## config.mk

```make
export PLATFORM = sky130hd
export DESIGN_NAME = pll_reset_seq
export DESIGN_NICKNAME = d
export VERILOG_FILES = /design/src/rtl/pll_reset_seq_pkg.sv /design/src/rtl/sync_2ff.sv /design/src/rtl/pll_reset_seq.sv
export SDC_FILE = /design/constraint.sdc
export NUM_CORES = 1
export LEC_CHECK = 0
export ABC_CLOCK_PERIOD_IN_PS = 1700
export CORE_MARGIN = 2
export CORE_UTILIZATION = 49
export DETAILED_ROUTE_END_ITERATION = 7
export PLACE_DENSITY = 0.83
export SLEW_MARGIN = 20
export SYNTH_ARGS = -nofsm -noshare
export SYNTH_HDL_FRONTEND = slang
export SYNTH_SLANG_ARGS = --single-unit
```

## constraint.sdc

```tcl
create_clock -name clk -period 1.7 [get_ports clk]
set_input_delay 0.34 -clock clk [delete_from_list [all_inputs] [get_ports clk]]
set_output_delay 0.34 -clock clk [all_outputs]
set_load 0.02 [all_outputs]
```

## src/rtl/pll_reset_seq_pkg.sv

```systemverilog
// ---------------------------------------------------------------------------
// pll_reset_seq_pkg
// Shared definitions for the PLL reset sequencer: the debug state encoding,
// default cycle counts for each sequencing phase, and a saturating 8-bit
// increment used by the event counters.
// ---------------------------------------------------------------------------
package pll_reset_seq_pkg;

    // Debug-visible state encoding, exported on the 'state' port.
    typedef enum logic [1:0] {
        ST_RST    = 2'b00,
        ST_WAIT   = 2'b01,
        ST_STABLE = 2'b10,
        ST_RUN    = 2'b11
    } state_e;

    // Default phase lengths in clk cycles, and the shared counter width
    // (wide enough for the largest default).
    localparam int unsigned DEF_RESET_CYCLES  = 16;
    localparam int unsigned DEF_LOCK_TIMEOUT  = 65535;
    localparam int unsigned DEF_STABLE_CYCLES = 1024;
    localparam int unsigned DEF_CNT_W         = 16;

    // Event counters stick at all-ones instead of wrapping.
    function automatic logic [7:0] sat_inc8(input logic [7:0] value);
        return (value == 8'hFF) ? value : value + 8'd1;
    endfunction

endpackage

```

## src/rtl/sync_2ff.sv

```systemverilog
// ---------------------------------------------------------------------------
// sync_2ff
// Two-flop synchronizer bringing an asynchronous level into the clk domain.
// Both flops clear to 0 on reset so a "true" level is never reported until it
// has been seen on two consecutive edges.
//
// Ports:
//   clk   - destination clock
//   rst_n - asynchronous active-low reset, clears both flops
//   d     - asynchronous input level
//   q     - synchronized level, two clk cycles behind d
// ---------------------------------------------------------------------------
module sync_2ff (
    input  logic clk,
    input  logic rst_n,
    input  logic d,
    output logic q
);

    logic meta_q;
    logic meta_d;
    logic sync_q;
    logic sync_d;

    // Plain shift: the first stage may go metastable, the second resolves it.
    always_comb begin
        meta_d = d;
        sync_d = meta_q;
    end

    always_ff @(posedge clk or negedge rst_n) begin
        if (!rst_n) begin
            meta_q <= 1'b0;
            sync_q <= 1'b0;
        end else begin
            meta_q <= meta_d;
            sync_q <= sync_d;
        end
    end

    assign q = sync_q;

endmodule

```

## src/rtl/pll_reset_seq.sv

```systemverilog
// ---------------------------------------------------------------------------
// pll_reset_seq
// Sequences a PLL out of reset and releases downstream logic only after the
// PLL has reported stable lock.  Phases:
//   RST    - hold the PLL in reset for RESET_CYCLES cycles
//   WAIT   - PLL running, wait for lock; retry from RST after LOCK_TIMEOUT
//   STABLE - lock must hold for STABLE_CYCLES consecutive cycles
//   RUN    - downstream reset released; any lock loss restarts from RST
// One phase counter is shared by RST, WAIT and STABLE.
//
// Ports:
//   clk           - reference clock (PLL input clock), only clock domain
//   resetn        - asynchronous active-low reset
//   locked        - PLL lock indicator, asynchronous to clk
//   pll_resetb    - PLL RESETB pin drive, 0 holds the PLL in reset
//   sys_resetn    - downstream active-low reset, 1 means released
//   ready         - high while in RUN
//   state         - debug state encoding (RST=00 WAIT=01 STABLE=10 RUN=11)
//   lost_count    - lock losses seen in RUN, saturating at 255
//   timeout_count - WAIT timeouts, saturating at 255
// ---------------------------------------------------------------------------
module pll_reset_seq
    import pll_reset_seq_pkg::*;
#(
    parameter int unsigned RESET_CYCLES  = DEF_RESET_CYCLES,
    parameter int unsigned LOCK_TIMEOUT  = DEF_LOCK_TIMEOUT,
    parameter int unsigned STABLE_CYCLES = DEF_STABLE_CYCLES,
    parameter int unsigned CNT_W         = DEF_CNT_W
) (
    input  logic       clk,
    input  logic       resetn,
    input  logic       locked,
    output logic       pll_resetb,
    output logic       sys_resetn,
    output logic       ready,
    output logic [1:0] state,
    output logic [7:0] lost_count,
    output logic [7:0] timeout_count
);

    // Terminal counts for each phase, in the counter's own width.
    localparam logic [CNT_W-1:0] RST_LAST    = CNT_W'(RESET_CYCLES - 1);
    localparam logic [CNT_W-1:0] TIMEOUT_LAST = CNT_W'(LOCK_TIMEOUT - 1);
    localparam logic [CNT_W-1:0] STABLE_LAST = CNT_W'(STABLE_CYCLES - 1);
    localparam logic [CNT_W-1:0] CNT_ONE     = CNT_W'(1);

    logic             lock_s;

    state_e           state_q;
    state_e           state_d;
    logic [CNT_W-1:0] cnt_q;
    logic [CNT_W-1:0] cnt_d;
    logic [7:0]       lost_count_q;
    logic [7:0]       lost_count_d;
    logic [7:0]       timeout_count_q;
    logic [7:0]       timeout_count_d;
    logic             pll_resetb_q;
    logic             pll_resetb_d;
    logic             sys_resetn_q;
    logic             sys_resetn_d;
    logic             ready_q;
    logic             ready_d;

    // The only place 'locked' is sampled.
    sync_2ff u_lock_sync (
        .clk   (clk),
        .rst_n (resetn),
        .d     (locked),
        .q     (lock_s)
    );

    // State, counters and output registers.  Outputs are registered from the
    // next-state decode so they switch on the same edge as the state does.
    always_ff @(posedge clk or negedge resetn) begin
        if (!resetn) begin
            state_q         <= ST_RST;
            cnt_q           <= '0;
            lost_count_q    <= 8'd0;
            timeout_count_q <= 8'd0;
            pll_resetb_q    <= 1'b0;
            sys_resetn_q    <= 1'b0;
            ready_q         <= 1'b0;
        end else begin
            state_q         <= state_d;
            cnt_q           <= cnt_d;
            lost_count_q    <= lost_count_d;
            timeout_count_q <= timeout_count_d;
            pll_resetb_q    <= pll_resetb_d;
            sys_resetn_q    <= sys_resetn_d;
            ready_q         <= ready_d;
        end
    end

    // Next-state and counter logic.  Every transition clears the shared
    // counter so each phase starts counting from zero.  In WAIT a lock seen
    // on the timeout cycle takes priority, so no timeout is recorded.
    always_comb begin
        state_d         = state_q;
        cnt_d           = cnt_q;
        lost_count_d    = lost_count_q;
        timeout_count_d = timeout_count_q;

        case (state_q)
            ST_RST: begin
                if (cnt_q == RST_LAST) begin
                    state_d = ST_WAIT;
                    cnt_d   = '0;
                end else begin
                    cnt_d = cnt_q + CNT_ONE;
                end
            end
            ST_WAIT: begin
                if (lock_s) begin
                    state_d = ST_STABLE;
                    cnt_d   = '0;
                end else if (cnt_q == TIMEOUT_LAST) begin
                    state_d         = ST_RST;
                    cnt_d           = '0;
                    timeout_count_d = sat_inc8(timeout_count_q);
                end else begin
                    cnt_d = cnt_q + CNT_ONE;
                end
            end
            ST_STABLE: begin
                if (!lock_s) begin
                    state_d = ST_WAIT;
                    cnt_d   = '0;
                end else if (cnt_q == STABLE_LAST) begin
                    state_d = ST_RUN;
                    cnt_d   = '0;
                end else begin
                    cnt_d = cnt_q + CNT_ONE;
                end
            end
            ST_RUN: begin
                cnt_d = '0;
                if (!lock_s) begin
                    state_d      = ST_RST;
                    lost_count_d = sat_inc8(lost_count_q);
                end
            end
            default: begin
                state_d = ST_RST;
                cnt_d   = '0;
            end
        endcase
    end

    // Output decode from the next state.
    always_comb begin
        pll_resetb_d = (state_d != ST_RST);
        sys_resetn_d = (state_d == ST_RUN);
        ready_d      = (state_d == ST_RUN);
    end

    assign pll_resetb    = pll_resetb_q;
    assign sys_resetn    = sys_resetn_q;
    assign ready         = ready_q;
    assign state         = state_q;
    assign lost_count    = lost_count_q;
    assign timeout_count = timeout_count_q;

endmodule

```

# Word-level counts from Yosys, hierarchy flattened
# Cells that the tools add are included.
dict set report totals {
  reg_bits 38
  latchBits 0
  ram_bits 0
  romBits 0
  inputBits 3
  output_inout_bits 21
  word_cells 40
  n_memories 0
}
dict set report op_classes {
  addsub 3
  multipliers 0
  n_div 0
  magnitude_cmp 0
  n_eq_ne 9
  shift 0
  mux 13
  bitwise 3
  n_reduce_logical 4
}
# cell count
set ops {}
lappend ops {{$mux 16} 5}
lappend ops {{$pmux 16 s4} 1}
lappend ops {{$add 16x1->16 const B} 1}
lappend ops {{$add 8x1->8 const B} 2}
lappend ops {{$eq 16x10->1 const B} 1}
lappend ops {{$eq 16x16->1 const B} 1}
lappend ops {{$eq 16x4->1 const B} 1}
lappend ops {{$eq 8x8->1 const B} 2}
lappend ops {{$mux 2} 6}
lappend ops {{$pmux 2 s4} 1}
lappend ops {{$eq 2x2->1 const B} 3}
lappend ops {{$reduce_and 4->1} 1}
lappend ops {{$not 1->1} 3}
lappend ops {{$reduce_and 3->1} 1}
lappend ops {{$eq 2x1->1 const B} 1}
lappend ops {{$logic_not 2->1} 1}
lappend ops {{$reduce_bool 2->1} 1}

# Longest topological paths before layout
# Gate-level depths: netlist (run 1).
dict set report logic_depth {
  depth_word 5
  mapped_depth 7
  depth_no_buf 6
}

# Hierarchy
# Synthesis (run 1) repeated with hierarchy kept, for this count alone.
dict set report unflattened {
  cells_unflattened 177
  area_unflattened_um2 1871.8
}
# module n_inst cells_per_inst area_each_um2 seq_area_each_um2
set by_module_without_submodules {}
lappend by_module_without_submodules {pll_reset_seq 1 175 1821.7 900.9}
lappend by_module_without_submodules {sync_2ff 1 2 50.0 50.0}

# Worst setup path before layout (run 1)
# No wires, ideal clock.
dict set report synth_timing {
  path_kind {register -> register}
  from {register state_q[0], in the netlist state[0]}
  to {register timeout_count_q[1], in the netlist timeout_count[1]}
  setup_ns 0.125
  arrival_time_ns 1.612
  t_required_ns 1.575
  path_slack_ns -0.037
  path_stages_with_launch 5
  period_less_slack_ns 1.737
  cell_sequence {dfrtp_1 -> or3b_2 -> a21oi_4 -> nand2_4 -> mux2_4}
}
dict set report synth_via {
  elab_chain_len 2
}
# element line
set synth_lines {}
lappend synth_lines {{start: declaration} pll_reset_seq.sv:49} ;# state_e state_q;
lappend synth_lines {{start signal: assignment} pll_reset_seq.sv:84} ;# state_q <= state_d;
lappend synth_lines {{$eq 2x1->1} pll_reset_seq.sv:103} ;# case (state_q)
lappend synth_lines {{$reduce_and 4->1 (no source line)} -}
lappend synth_lines {{end signal: assignment} pll_reset_seq.sv:87} ;# timeout_count_q <= timeout_count_d;
lappend synth_lines {{end: declaration} pll_reset_seq.sv:55} ;# logic [7:0] timeout_count_q;
# No other way between the ends.
# A chain may end at the register's enable or synchronous reset.

# Worst setup path after layout (run 1)
dict set report layout_timing {
  from {register cnt_q[13]}
  to {register cnt_q[7]}
}
dict set report layout_via {
  elab_chain_len 4
  word_cells_on_any_way 9
  cone_classes {eq/ne (3); mux (6)}
}
# element line
set layout_lines {}
lappend layout_lines {{start: declaration} pll_reset_seq.sv:51} ;# logic [CNT_W-1:0] cnt_q;
lappend layout_lines {{start signal: assignment} pll_reset_seq.sv:85} ;# cnt_q <= cnt_d;
lappend layout_lines {{$eq 16x10->1 or $eq 16x16->1 (tied branches)} {pll_reset_seq.sv:128, pll_reset_seq.sv:116}}
lappend layout_lines {{$mux 16, on equally long branches} {pll_reset_seq.sv:128, pll_reset_seq.sv:116}}
lappend layout_lines {{$mux 16, on equally long branches} {pll_reset_seq.sv:125, pll_reset_seq.sv:113}}
lappend layout_lines {{$pmux 16 s4 *} pll_reset_seq.sv:103}
lappend layout_lines {{net cnt_d[7]} pll_reset_seq.sv:52} ;# logic [CNT_W-1:0] cnt_d;
# The timed path passes the listed nets; every way through them passes the cells marked *.

==> flow_summary.toml, run 1 <==
[timing]
finClkSkew_ns = 0.00635
tightest_slew_ns = 0.489
fmax_mhz = 591
hold_violations = 0
timing.hold.ws_ns = 0.0883
slew_violations = 0
period_minus_slack_ns = 1.69
setup-violations-final = 0
post-route-period-util_pct = 99.5
rsz0062_at_grt = "true"
maxSlewHeadroom_pct = 67.4
setup_tns_ns = 0

[worst_hold_path]
hold_class = "input port to async pin"

[critical_path]
cp-start-kind = "flip-flop"
path_class = "flip-flop to flip-flop"
cp_slowest_cell = "dfrtp_2"
cp_max_fo = 6
ff2ff_setup_slack_ns = 0.008
crit_chain = "nor4_4, nand4_1, o31ai_4, buf_4, a21oi_1"
crit_arrival_ns = 1.87
cp_top_family = "simple AND/OR/NAND/NOR gates"
crit_buf_inv = 1
critPathMaxStageDelay_ns = 0.45
endpoint_kind = "flip-flop"
worstPathRequired_ns = 1.88

[pwr]
switching_share_pct = 33.1
switchingPower_mw = 0.885
ir_drop_v = 0.000449
power_density_nw_per_um2 = 1020
pwr-share-seq_pct = 42.2
power.share.combinational_pct = 34.0
p_clk_share_pct = 23.8
p_leak_nw = 1.26
p_int_mw = 1.79

[global_routing]
grt_remaining_overflow = 0
grt_pass1_vias = 1483
grt_pass1_wl_mm = 6.90
grt_use_total_pct = 20.7
grt_max_degree = 39
antenna_found_initial = 0

[clock_network]
cts_hold_buf = 0
root_buffer = "clkbuf_8"
clock_sinks = 38
clk_pin_slew_ns = 0.07
cts_tree = "built"
htree_levels = 2
clkLatencyLatePin_ns = 0.29
numCtsBuffers = 5
cts_buffer_depth = 2

[yosys]
synth-seq-cells = 38
syn_area_um2 = 1960
avgSynthCellArea_um2 = 10.8
synth_edf_count = 0
syn_inst = 181
yosys_warnings = 0
yosysUniqueCellTypes = 41
synthArstFlopShare_pct = 100
synthesis.nets = 188
ys_seq_area_share_pct = 48.6
synth_top_flop_cell = "dfrtp_1"

[final_layout]
layout.cells.most_common_list = "dfrtp_1 (31), buf_4 (25), xnor2_1 (19)"
nets = 238
synthToLayoutAreaGrowth_pct = 34.3
layout-drive-gt1-share_pct = 28.4
final_common_cell = "dfrtp_1"
seqCellArea_um2 = 960
diodes = 0
stdcell_area_um2 = 2630
fill_cells = 286
multi_input_area_um2 = 1040

[placement]
portBuffers = 23
dp_hpwl_mm = 2.84
placed_area_um2 = 2360
gp_congestion = 0.849

[detailed_routing]
vias_per_cell = 5.59
drc = 0
vias = 1566
wl_per_cell_um = 15.3
dr.pass1.iters = 4
postRouteAntennaNets = 0
drt-initial-drc-count = 142
wl_mm = 4.28

[floorplan]
core_um2 = 3740
rows = 22
die_w_um = 67.2
ioPinCount = 24
start_util_pct = 52.3
dieHeight_um = 67.2
dieArea_um2 = 4520

[run]
drv_cap = 0

[outcome]
outcome = "complete, no violations"
## through the flow
| step | power (mW) | utilization (%) | worst slack, ns | std cells |
|---|---|---|---|---|
| 2_1_floorplan | 1.58 | - | 0.0264 | 181 |
| 3_3_place_gp | 1.91 | 63.2 | 0.0568 | 266 |
| 3_5_place_dp | 1.92 | 63.2 | 0.0207 | 266 |
| 4_1_cts | 2.57 | 65.9 | 0.00124 | 274 |
| 5_1_grt | 2.82 | 70.2 | -0.0698 | 280 |
| 6_report | 2.68 | 70.2 | 0.00839 | 280 |
## power groups by stage
stage / logic, mW / clock network (mW) / registers [mW]
6_report: 0.911 / 0.636 / 1.13
5_1_grt: 0.987 / 0.690 / 1.15
4_1_cts: 0.785 / 0.658 / 1.13
3_5_place_dp: 0.782 / 0 / 1.14
3_3_place_gp: 0.770 / 0 / 1.14
2_1_floorplan: 0.391 / 0 / 1.19
## cell type report
class	instances	area share [%]
multi-input combinational	129	39.7
sequential	38	36.5
timing repair buffer	51	17.1
clock buffer	7	3.29
tap	48	2.29
inverter	6	0.857
clock inverter	1	0.190
## Yosys cell counts (5+ instances only)
master,n,area share [%]
dfrtp_1,38,49
xnor2_1,19,8.5
nand2_1,8,1.5
nand3_1,12,3.1
xor2_1,7,3.1
nor2_1,8,1.5
a21oi_1,15,3.8
nor4_1,6,1.9
nor3_1,5,1.3
inv_1,6,1.2
nand4_1,10,3.2
and3_1,6,1.9
## worst reg2reg max path, delay by kind of cell (launching register included)
kind	cells	cell delay, ns
and+or+nand+nor	2	0.51
DFF	1	0.45
AOI/OAI and AO/OA	2	0.41
buffers and inverters	1	0.21
## sequential cells by signal, indices dropped and copies added (netlist names)
name	flops
pll_resetb	1
u_lock_sync.q	1
lost_count	8
ready	1
cnt_q	16
timeout_count	8
u_lock_sync.meta_q	1
state	2
## path summary, 6_finish.rpt
check / from / end / cells after the start
max: cnt_q[13] / cnt_q[7] / 5
min in group clk: u_lock_sync.meta_q / u_lock_sync.q / 0
max reg2reg: cnt_q[13] / cnt_q[7] / 5
max in group asynchronous: resetn / state[0] / 2
min reg2reg: u_lock_sync.meta_q / u_lock_sync.q / 0
min: resetn / lost_count[7] / 2
## cell families after synthesis
kind of cell	Yosys count	share of synthesized area (%)
xor gates and xnor gates	26	11.6
AOI/OAI and AO/OA	27	9.21
muxes	2	1.34
buffers and inverters	14	3.52
DFF	38	48.6
adders and majority gates	4	2.56
and+or+nand+nor	70	23.1
## metal layers
layer,global-route usage [%],wire length [um],up-vias
met5,0,0,-
met4,8.16,84,0
met3,5.33,265,8
met2,34.2,2130,50
met1,26.0,1800,754
li1,-,-,754
## repair_timing
| action | CTS | global route |
|---|---|---|
| gates cloned | 0 | 1 |
| setup buffers | 0 | 5 |
| setup endpoints to repair | 11 | 29 |
| pin swaps | 0 | 5 |
| resized for setup | 10 | 29 |
No activity file was read; power rests on OpenSTA's default activity.
==> run 2: changes to the inputs <==
- CORE_MARGIN: 2 -> not set
==> flow_summary.toml, run 2 (synthesis results as in run 1) <==
[global_routing]
grt_use_total_pct = 24.9
grt_pass1_wl_mm = 7.89
grt_pass1_vias = 1648
grt_max_degree = 20
antenna_found_initial = 0
grt_remaining_overflow = 0

[critical_path]
endpoint_kind = "flip-flop"
worstPathRequired_ns = 1.89
cp-start-kind = "flip-flop"
path_class = "flip-flop to flip-flop"
cp_max_fo = 8
crit_arrival_ns = 1.97
cp-startpoint = "cnt_q[6]"
r2r_start = "cnt_q[6]"

[floorplan]
rows = 22
start_util_pct = 52.3
die_w_um = 65.2
dieHeight_um = 65.2
dieArea_um2 = 4250
core_um2 = 3740
ioPinCount = 24

[final_layout]
nets = 257
synthToLayoutAreaGrowth_pct = 42.3
fill_cells = 263
layout-drive-gt1-share_pct = 31.9
stdcell_area_um2 = 2780
regMostFlops = "cnt_q"
diodes = 0
final_common_cell = "buf_4"
layout.cells.most_common_list = "buf_4 (40), dfrtp_1 (35), xnor2_1 (19)"
fin_cells = 299
largest_reg_flops = 16

[clock_network]
clock_sinks = 38
cts_buffer_depth = 2
cts_tree = "built"
root_buffer = "clkbuf_8"
clkLatencyLatePin_ns = 0.29
clk_pin_slew_ns = 0.07
numCtsBuffers = 5
htree_levels = 2

[placement]
dp_hpwl_mm = 3.28
place_inst = 277
gp_congestion = 0.819
placed_area_um2 = 2450
portBuffers = 23

[pwr]
power_density_nw_per_um2 = 995
ir_drop_v = 0.000517
power_mw = 2.77
p_leak_nw = 1.40

[timing]
rsz0062_at_grt = "true"
tightest_slew_ns = 0.435
finClkSkew_ns = 0.00807
setup_tns_ns = -0.0741
hold_violations = 0
slew_violations = 0
period_minus_slack_ns = 1.77
maxSlewHeadroom_pct = 71.0
fmax_mhz = 564
setup_slack_ns = -0.0741
post-route-period-util_pct = 104
setup-violations-final = 1

[detailed_routing]
dr.pass1.iters = 4
postRouteAntennaNets = 0
wl_per_cell_um = 17.2
drc = 0
vias_per_cell = 5.59
vias = 1671
wl_mm = 5.16
drt-initial-drc-count = 117

[run]
drv_cap = 0

[outcome]
violations = "setup timing"
outcome = "finished, violations left"

[worst_hold_path]
min_from = "u_lock_sync.meta_q"
hold_class = "flip-flop to flip-flop"
==> run 2: cell type report <==
cell class,instances,area [um2],area share (%)
sequential,38,955,34.3
clock inverter,1,5.00,0.180
tap,48,60.1,2.16
timing repair buffer,70,628,22.6
inverter,6,22.5,0.809
multi-input combinational,129,1030,36.9
clock buffer,7,86.3,3.10
==> run 2: timing repair <==
| item | in CTS | in global routing |
|---|---|---|
| setup buffers | 2 | 10 |
| gates resized for setup | 11 | 24 |
| gates cloned | 1 | 0 |
| pin swaps | 2 | 8 |
| setup endpoints to repair | 23 | 31 |
| endpoints found under the hold margin | 17 | 0 |
| hold buffers | 1 | 0 |
==> run 2: path summary, 6_finish.rpt <==
check / end / slack (ns) / depth (start not counted)
worst max-delay path: cnt_q[15] / -0.07 / 5
worst min-delay path: u_lock_sync.q / 0.36 / 0
worst max register to register: cnt_q[15] / -0.07 / 5
worst min register to register: u_lock_sync.q / 0.36 / 0
max in group asynchronous: timeout_count[4] / 0.65 / 3
min in group asynchronous: lost_count[4] / 0.51 / 2
==> run 2: routing by layer <==
metal  wire [um]  track usage (%)
met2        2690             42.7
met1        2190             30.4
met3         173             6.60
met4         101             7.34
met5           0                0
==> run 2: power by group <==
part / internal [mW] / switching, mW / leakage, nW
registers: 1.01 / 0.106 / 0.510
logic: 0.485 / 0.527 / 0.840
clock network: 0.327 / 0.316 / 0.0482
total: 1.82 / 0.950 / 1.40
==> run 2: critical path: stages (launching register included) <==
cell and delay (ns):
dfrtp_1 0.48, nand4_4 0.14, buf_4 0.21, nor3_1 0.16, or3b_2 0.48, a22oi_1 0.20
==> run 2: stage by stage <==
step | hold WS, ns | setup slack, ns | util, %
final | 0.357 | -0.0741 | 74.4
after detailed placement | 0.305 | -0.241 | 65.4
after floorplan | 0.0444 | 0.0264 | -
after global routing | 0.371 | -0.143 | 74.4
after CTS | 0.360 | -0.0192 | 69.4
after global placement | 0.299 | -0.152 | 65.4
